File: src/rtl/servant_pwr_pkg.sv
// Shared types and limits for the servant power controller.
// Optional build macro: SERVANT_PWR_CTRL_IRQ_WAKE_EN (external-interrupt wake).
package servant_pwr_pkg;

    typedef enum logic [1:0] {
        ST_RUN   = 2'd0,
        ST_DRAIN = 2'd1,
        ST_SLEEP = 2'd2,
        ST_WAKE  = 2'd3
    } pwr_state_e;

    localparam int CNT_W           = 8;
    localparam int MIN_SYNC_STAGES = 2;
    localparam int MIN_CYCLES      = 1;
    localparam int MAX_CYCLES      = 255;

    // Counter preload for a phase lasting n cycles, saturated to the legal range.
    function automatic logic [CNT_W-1:0] cycles_to_load(input int n);
        if (n <= MIN_CYCLES) begin
            return '0;
        end else if (n >= MAX_CYCLES) begin
            return CNT_W'(MAX_CYCLES - 1);
        end else begin
            return CNT_W'(n - 1);
        end
    endfunction

    function automatic int clamp_sync_stages(input int n);
        return (n < MIN_SYNC_STAGES) ? MIN_SYNC_STAGES : n;
    endfunction

endpackage

File: src/rtl/servant_pwr_ctrl_if.sv
// Request/status bundle between the core and the power controller.
// The master side issues requests; the slave side is the controller.
interface servant_pwr_ctrl_if;
    logic       sleep_req;
    logic       wakeup_req;
    logic       ext_irq;
    logic       irq_ack;
    logic       clk_en;
    logic       irq_pending;
    logic [1:0] state;

    modport master (
        output sleep_req, wakeup_req, ext_irq, irq_ack,
        input  clk_en, irq_pending, state
    );

    modport slave (
        input  sleep_req, wakeup_req, ext_irq, irq_ack,
        output clk_en, irq_pending, state
    );
endinterface

File: src/rtl/servant_pwr_ctrl_fsm.sv
// Sleep/wake sequencing FSM with drain and settle counters plus irq flag.
// SERVANT_PWR_CTRL_IRQ_WAKE_EN compiles in the external-interrupt wake path.
module servant_pwr_ctrl_fsm
    import servant_pwr_pkg::*;
#(
    parameter int SYNC_STAGES  = 2,
    parameter int DRAIN_CYCLES = 16,
    parameter int WAKE_CYCLES  = 8
) (
    input  logic               i_clk,
    input  logic               i_rst_n,
    servant_pwr_ctrl_if.slave  bus
);
    localparam logic [CNT_W-1:0] DRAIN_LOAD = cycles_to_load(DRAIN_CYCLES);
    localparam logic [CNT_W-1:0] WAKE_LOAD  = cycles_to_load(WAKE_CYCLES);

    pwr_state_e       r_state;
    logic [CNT_W-1:0] r_cnt;
    logic             r_clk_en;
    logic             w_irq_rise;
    logic             w_wake;

`ifdef SERVANT_PWR_CTRL_IRQ_WAKE_EN
    localparam int SYNC_N = clamp_sync_stages(SYNC_STAGES);

    logic w_irq_sync;
    logic r_irq_d;
    logic r_irq_pending;

    servant_sync #(.STAGES(SYNC_N)) u_sync (
        .i_clk   (i_clk),
        .i_rst_n (i_rst_n),
        .i_d     (bus.ext_irq),
        .o_q     (w_irq_sync)
    );

    // Edge flop resets to 0 like the synchronizer, so release cannot fake an edge.
    always_ff @(posedge i_clk or negedge i_rst_n) begin
        if (!i_rst_n) begin
            r_irq_d       <= 1'b0;
            r_irq_pending <= 1'b0;
        end else begin
            r_irq_d <= w_irq_sync;
            if (w_irq_rise) begin
                r_irq_pending <= 1'b1;
            end else if (bus.irq_ack) begin
                r_irq_pending <= 1'b0;
            end
        end
    end

    assign w_irq_rise      = w_irq_sync & ~r_irq_d;
    assign bus.irq_pending = r_irq_pending;
`else
    logic [33:0] w_unused_irq;
    assign w_unused_irq    = {bus.ext_irq, bus.irq_ack, 32'(SYNC_STAGES)};
    assign w_irq_rise      = 1'b0;
    assign bus.irq_pending = 1'b0;
`endif

    assign w_wake = bus.wakeup_req | w_irq_rise;

    // Counters only decrement while non-zero; reaching 0 is the phase exit.
    always_ff @(posedge i_clk or negedge i_rst_n) begin
        if (!i_rst_n) begin
            r_state  <= ST_RUN;
            r_cnt    <= '0;
            r_clk_en <= 1'b1;
        end else begin
            case (r_state)
                ST_RUN: begin
                    r_clk_en <= 1'b1;
                    if (bus.sleep_req && !w_wake) begin
                        r_state <= ST_DRAIN;
                        r_cnt   <= DRAIN_LOAD;
                    end
                end
                ST_DRAIN: begin
                    if (w_wake) begin
                        r_state  <= ST_RUN;
                        r_cnt    <= '0;
                        r_clk_en <= 1'b1;
                    end else if (r_cnt == '0) begin
                        r_state  <= ST_SLEEP;
                        r_clk_en <= 1'b0;
                    end else begin
                        r_cnt <= r_cnt - 1'b1;
                    end
                end
                ST_SLEEP: begin
                    r_clk_en <= 1'b0;
                    if (w_wake) begin
                        r_state <= ST_WAKE;
                        r_cnt   <= WAKE_LOAD;
                    end
                end
                ST_WAKE: begin
                    if (r_cnt == '0) begin
                        r_state  <= ST_RUN;
                        r_clk_en <= 1'b1;
                    end else begin
                        r_cnt    <= r_cnt - 1'b1;
                        r_clk_en <= 1'b0;
                    end
                end
                default: begin
                    r_state  <= ST_RUN;
                    r_cnt    <= '0;
                    r_clk_en <= 1'b1;
                end
            endcase
        end
    end

    assign bus.clk_en = r_clk_en;
    assign bus.state  = r_state;
endmodule

File: src/rtl/servant_sync.sv
// Multi-flop synchronizer for an asynchronous level; every stage resets to 0.
// Only built when SERVANT_PWR_CTRL_IRQ_WAKE_EN is defined.
module servant_sync #(
    parameter int STAGES = 2
) (
    input  logic i_clk,
    input  logic i_rst_n,
    input  logic i_d,
    output logic o_q
);
    logic [STAGES-1:0] r_sync;

    always_ff @(posedge i_clk or negedge i_rst_n) begin
        if (!i_rst_n) begin
            r_sync <= '0;
        end else begin
            r_sync <= {r_sync[STAGES-2:0], i_d};
        end
    end

    assign o_q = r_sync[STAGES-1];
endmodule

File: src/rtl/servant_pwr_ctrl.sv
// Top of the servant power controller: flat pins bundled onto the request interface.
// Build macro SERVANT_PWR_CTRL_IRQ_WAKE_EN enables external-interrupt wake.
module servant_pwr_ctrl
    import servant_pwr_pkg::*;
#(
    parameter int SYNC_STAGES  = 2,
    parameter int DRAIN_CYCLES = 16,
    parameter int WAKE_CYCLES  = 8
) (
    input  logic       i_clk,
    input  logic       i_rst_n,
    input  logic       i_sleep_req,
    input  logic       i_wakeup_req,
    input  logic       i_ext_irq,
    input  logic       i_irq_ack,
    output logic       o_clk_en,
    output logic       o_irq_pending,
    output logic [1:0] o_state
);
    servant_pwr_ctrl_if w_bus ();

    assign w_bus.sleep_req  = i_sleep_req;
    assign w_bus.wakeup_req = i_wakeup_req;
    assign w_bus.ext_irq    = i_ext_irq;
    assign w_bus.irq_ack    = i_irq_ack;

    servant_pwr_ctrl_fsm #(
        .SYNC_STAGES  (SYNC_STAGES),
        .DRAIN_CYCLES (DRAIN_CYCLES),
        .WAKE_CYCLES  (WAKE_CYCLES)
    ) u_fsm (
        .i_clk   (i_clk),
        .i_rst_n (i_rst_n),
        .bus     (w_bus.slave)
    );

    assign o_clk_en      = w_bus.clk_en;
    assign o_irq_pending = w_bus.irq_pending;
    assign o_state       = w_bus.state;
endmodule

File: config.mk
export PLATFORM = sky130hd
export DESIGN_NAME = servant_pwr_ctrl
export DESIGN_NICKNAME = d
export VERILOG_FILES = /design/src/rtl/servant_pwr_pkg.sv /design/src/rtl/servant_pwr_ctrl_if.sv /design/src/rtl/servant_pwr_ctrl_fsm.sv /design/src/rtl/servant_sync.sv /design/src/rtl/servant_pwr_ctrl.sv
export SDC_FILE = /design/constraint.sdc
export NUM_CORES = 1
export LEC_CHECK = 0
export BUFFER_PORTS_ARGS = -buffer_cell sky130_fd_sc_hd__buf_4
export CAP_MARGIN = 15
export CORE_MARGIN = 2
export CORE_UTILIZATION = 44
export DETAILED_ROUTE_END_ITERATION = 8
export GPL_TIMING_DRIVEN = 0
export PLACE_DENSITY = 0.62
export SLEW_MARGIN = 40
export SYNTH_ARGS = -nofsm -noshare
export SYNTH_HDL_FRONTEND = slang
export SYNTH_SLANG_ARGS = --single-unit
export TNS_END_PERCENT = 30
File: constraint.sdc
create_clock -name i_clk -period 2.99 [get_ports i_clk]
set_clock_uncertainty 0.15 [all_clocks]
set_input_delay 0.897 -clock i_clk [delete_from_list [all_inputs] [get_ports i_clk]]
set_output_delay 0.897 -clock i_clk [all_outputs]
set_load 0.02 [all_outputs]
== After elaboration in Yosys (flattened, before gate mapping) ==
Index checks and enable logic that the tools add are counted.
W data, S select, Z words.

* Flip-flop bits (word level): 11
* Latch bits: 0
* RAM bits: 0
* Bits in read-only memories: 0
* Input bits: 6
* Word-level logic and storage cells: 32
* Memories: 0

* Add/sub/neg operators: 1
* Multipliers: 0
* Divide/modulo/power cells: 0
* Magnitude comparators: 0
* Equal/unequal tests: 7
* Shifts and indexed selects: 0
* Mux-type cells: 15
* Bitwise operators: 0
* Reductions and logical operators: 6

{| class="wikitable"
|+ Operators with widths
! kind !! count
|-
| $mux W8 || 4
|-
| $pmux W8 S4 || 1
|-
| $mux W2 || 5
|-
| $logic_not A8 Y1 || 1
|-
| $pmux W2 S4 || 1
|-
| $sub A8 B1 Y8 const B || 1
|-
| $eq A2 B2 Y1 const B || 2
|-
| $ne A2 B1 Y1 const B || 2
|-
| $pmux W1 S4 || 1
|-
| $reduce_and A4 Y1 || 1
|-
| $mux W1 || 3
|-
| $ne A3 B2 Y1 const B || 1
|-
| $eq A2 B1 Y1 const B || 1
|-
| $logic_not A2 Y1 || 1
|-
| $ne A2 B2 Y1 const B || 1
|-
| $reduce_and A2 Y1 || 1
|-
| $logic_and A1 B1 Y1 || 1
|-
| $logic_not A1 Y1 || 1
|}

== Depth between registers and ports, before layout ==
* Depth in word-level cells: 4
* Mapped depth: 6
* Depth with buffers taken out: 6

== Least setup slack after synthesis ==
OpenSTA, ideal clock, no wires.

* Path type: register to register
* Start: register u_fsm.r_cnt[5]
* End: register u_fsm.r_cnt[1]
* Arrival time: 1.715 ns
* Setup slack: 1.022 ns
* Stages on the path, launching flop included: 5
* Path buffers: 0
* Period minus slack after synthesis: 1.968 ns
* Cell sequence: dfrtp_1 > or4_4 > nor3_4 > mux2_2 > a221oi_1

* Longest elaborated chain between the ends: 4

{| class="wikitable"
|+ RTL lines
! element !! line !! RTL
|-
| start: declaration || servant_pwr_ctrl_fsm.sv:18 || <nowiki>logic [CNT_W-1:0] r_cnt;</nowiki>
|-
| start signal: assignment || servant_pwr_ctrl_fsm.sv:87 || <nowiki>r_cnt <= r_cnt - 1'b1;</nowiki>
|-
| start signal: assignment || servant_pwr_ctrl_fsm.sv:102 || <nowiki>r_cnt <= r_cnt - 1'b1;</nowiki>
|-
| $logic_not A8 Y1 (*) || servant_pwr_ctrl_fsm.sv:83, servant_pwr_ctrl_fsm.sv:98 ||
|-
| $mux W8 (*) || n/a ||
|-
| $mux W8 || n/a ||
|-
| $pmux W8 S4 (*) || n/a ||
|}

Every way passes the cells marked *; elsewhere a longest branch is shown, timed or not.
A chain may end at the register's enable or synchronous reset.

== Worst setup path after layout ==
* Start: register u_fsm.r_cnt[4]
* End: register u_fsm.r_cnt[1]

Same word-level chain as after synthesis.

==> run_results.csv <==
group,metric,value,unit
global_routing,busiest_metal_layer_after_global_routing,"met1",
cells_and_area,layout.cell_area.non_filler,718,um2
drt,dr_total_vias,496,
synthesis,yosys_register_bits,11,
place,place.detailed.hpwl,878,um
power,power.sequential.fraction,36.0,%
flow_run,maxcap_violations,0,
timing,final_min_period_over_clock_period,69.4,%
min_path,hold_class,"input pin to async pin",
timing,rsz0062_at_grt,"no",
global_routing,met2_usage,20.9,%
synthesis,synth_seq_area_share,44.0,%
global_routing,number_of_antenna_violations_at_the_first_check_in_global_routing,0,
cells_and_area,seqCellArea,277,um2
timing,timing.fmax,0.482,GHz
clock_network,numCtsBuffers,3,
power,fin_total_pwr,0.000837,W
clock_network,cts-resized-gates,0,
drt,total_wire_length,1170,um
place,numPortBuffers,6,
power,power.static_leakage,0.325,nW
place,post_dp_cell_area,692,um2
die,die_w,41.8,um
timing,hold_viol,0,
synthesis,synth_top_area_cell,"sky130_fd_sc_hd__dfrtp_1",
clock_network,cts-hold-fix-buffers,0,
cells_and_area,area_of_combinational_cells_with_multiple_inputs,329,um2
power,ir_worst_vdd,0.459,mV
worst_setup_path,worst_ep_required_time,3000,ps
worst_setup_path,endpoint_kind,"register",
synthesis,synthesis.nets,71,
clock_network,cts.path.max_buffers,2,
place,gp_routability_congestion,0.714,
cells_and_area,fillers,125,
global_routing,first_pass_grt_wire_length,2040,um
synthesis,postSynth.asyncResetShare,100,%
die,initial_utilization,47.7,%
worst_setup_path,sort_of_element_at_the_start_of_the_critical_path,"register",
clock_network,h-tree-depth,1,
synthesis,area_share_of_the_largest_cell_type_after_synthesis,39.8,%
drt,route.detailed.drc,0,
cells_and_area,final-instance-count-excl-fill,89,
drt,avgRoutedWirePerCell,13.1,um
worst_setup_path,timing.critical_path.arrival,2090,ps
global_routing,global_route.usage.total,14.9,%
power,combPwrFrac,52.0,%
synthesis,synth_warnings,0,
cells_and_area,synthToLayoutAreaGrowth,14.3,%
die,floorplan.die.height,41.8,um
cells_and_area,final_cell_mix,"10 x sky130_fd_sc_hd__dfrtp_1, 7 x sky130_fd_sc_hd__buf_4, 5 x sky130_fd_sc_hd__a21oi_1",
global_routing,grt_overflow,0,
worst_setup_path,timing.critical_path.fanout_max,5,
die,top_level_ports,10,
synthesis,synth.lib_cells_used.distinct,33,
power,power_switching,0.000358,W
synthesis,yosys-top-cells-area,"sky130_fd_sc_hd__dfrtp_1 40%, sky130_fd_sc_hd__dfstp_2 4.2%, sky130_fd_sc_hd__a21oi_1 4.0%",
power,sw_frac_of_total,42.9,%
place,place_inst,85,
drt,dr.pass1.iters,4,
timing,setup_slack,915,ps
global_routing,met3_track_usage_gr,2.61,%
timing,final_total_negative_setup_slack,0,ps
power,power_density,1160,nW/um2
clock_network,clk-insertion-delay-late,260,ps
clock_network,clkSlewWorstSetupHoldPaths,70,ps
synthesis,yosys_most_used_dff,"sky130_fd_sc_hd__dfrtp_1",
clock_network,clockRootBuffer,"sky130_fd_sc_hd__clkbuf_4",
clock_network,cts_tree,"built",
synthesis,synthesis.area,628,um2
global_routing,met1_usage,22.3,%
global_routing,number_of_global_route_vias_before_repair,459,
global_routing,grt_start_max_net_pins,12,
worst_setup_path,worstSetupPathType,"register to register",
power,share_clk_of_total_power,12.0,%
cells_and_area,final_layout_size_suffix_gt1_share,23.0,%
drt,post_drt_via_cell_ratio,5.57,
cells_and_area,nNetsFinal,82,
timing,post-route-min-period,2080,ps
timing,setup_viol,0,
cells_and_area,antenna_cells_inserted,0,
drt,postRouteAntennaNets,0,
die,fp.coreArea,1320,um2
synthesis,post_synth.cell_area_avg,9.81,um2
drt,drtIter0Drc,9,
die,core_rows,13,
power,p_int,0.000478,W
die,fp.dieArea,1750,um2
status,run_status,"complete, no violations",
place,dpl_worst_slack,869,ps
cells_and_area,layout_commonest_cell,"sky130_fd_sc_hd__dfrtp_1",
timing,final-max-slew-violation-count,0,
clock_network,clkSinkCount,11,
clock_network,cts.repair_timing.setup_buffer_count,0,
synthesis,syn_inst,64,
synthesis,synth-edff-count,0,
[critical path, stage by stage (launching register included)]
cell                       delay [ps]
sky130_fd_sc_hd__dfrtp_1          430
sky130_fd_sc_hd__or4_4            570
sky130_fd_sc_hd__nor3_4           240
sky130_fd_sc_hd__mux2_2           370
sky130_fd_sc_hd__a221oi_1         230
[cell usage after synthesis (2+ instances only)]
| cell | number |
|---|---|
| sky130_fd_sc_hd__o21ai_0 | 4 |
| sky130_fd_sc_hd__inv_1 | 3 |
| sky130_fd_sc_hd__nand2_1 | 4 |
| sky130_fd_sc_hd__mux2_2 | 2 |
| sky130_fd_sc_hd__nand2b_1 | 4 |
| sky130_fd_sc_hd__dfrtp_1 | 10 |
| sky130_fd_sc_hd__nor2_1 | 3 |
| sky130_fd_sc_hd__a21oi_1 | 5 |
| sky130_fd_sc_hd__nor3_1 | 2 |
| sky130_fd_sc_hd__a31oi_1 | 3 |
| sky130_fd_sc_hd__a21o_1 | 2 |
[sequential cells by signal, summed over array words and instances (netlist names), named ones only]
signal            cells
u_fsm.r_cnt           8
u_fsm.bus.clk_en      1
u_fsm.bus.state       1
[path summary, 6_finish.rpt]
path	start	end	slack, ps	cells after the start
min in group i_clk	u_fsm.bus.clk_en	u_fsm.bus.clk_en	340	2
max	u_fsm.r_cnt[4]	u_fsm.r_cnt[1]	910	4
min	i_rst_n	u_fsm.bus.state[0]	300	1
max reg2reg	u_fsm.r_cnt[4]	u_fsm.r_cnt[1]	910	4
min reg2reg	u_fsm.bus.clk_en	u_fsm.bus.clk_en	340	2
max in group asynchronous	i_rst_n	u_fsm.bus.clk_en	2160	1
[per-stage QoR]
step / hold slack [ps] / utilization, %
2_1_floorplan: 323 / -
3_5_place_dp: 341 / 52.5
4_1_cts: 300 / 54.5
6_report: 303 / 54.5
5_1_grt: 306 / 54.5
3_3_place_gp: 333 / 52.5
[cell families (layout without fill, tap and decap cells)]
family	after synthesis	count (layout)	synth area share (%)
XOR/XNOR	2	2	2.79
buffers and inverters	5	15	3.59
multiplexers	2	2	3.59
AO/OA/AOI/OAI	20	20	22.1
AND/OR/NAND/NOR	22	22	21.3
flip-flops	11	11	44.0
adder cells (fa/ha/maj)	1	1	1.99
other	1	1	0.597
[power groups by stage]
stage	logic, W	clock network, W	registers, W
3_5_place_dp	0.000437	0	0.000303
3_3_place_gp	0.000430	0	0.000301
5_1_grt	0.000490	0.000112	0.000311
4_1_cts	0.000437	0.000105	0.000300
2_1_floorplan	0.000315	0	0.000314
6_report	0.000435	0.000100	0.000301
[per-layer routing]
metal / up-vias / wire [um]
met5: - / 0
met2: 6 / 492
met1: 232 / 631
met4: 0 / 5
li1: 256 / -
met3: 2 / 37
[area by class of cell]
| type | instances | share of cell area (%) |
|---|---|---|
| plain buffers | 2 | 1.57 |
| flip-flops and latches | 11 | 38.5 |
| well taps | 15 | 2.61 |
| repair buffers | 6 | 6.27 |
| clock buffers | 4 | 3.66 |
| inverters | 3 | 1.57 |
| multi-input cells | 48 | 45.8 |
Note: power is estimated with default switching activity, not from simulation.
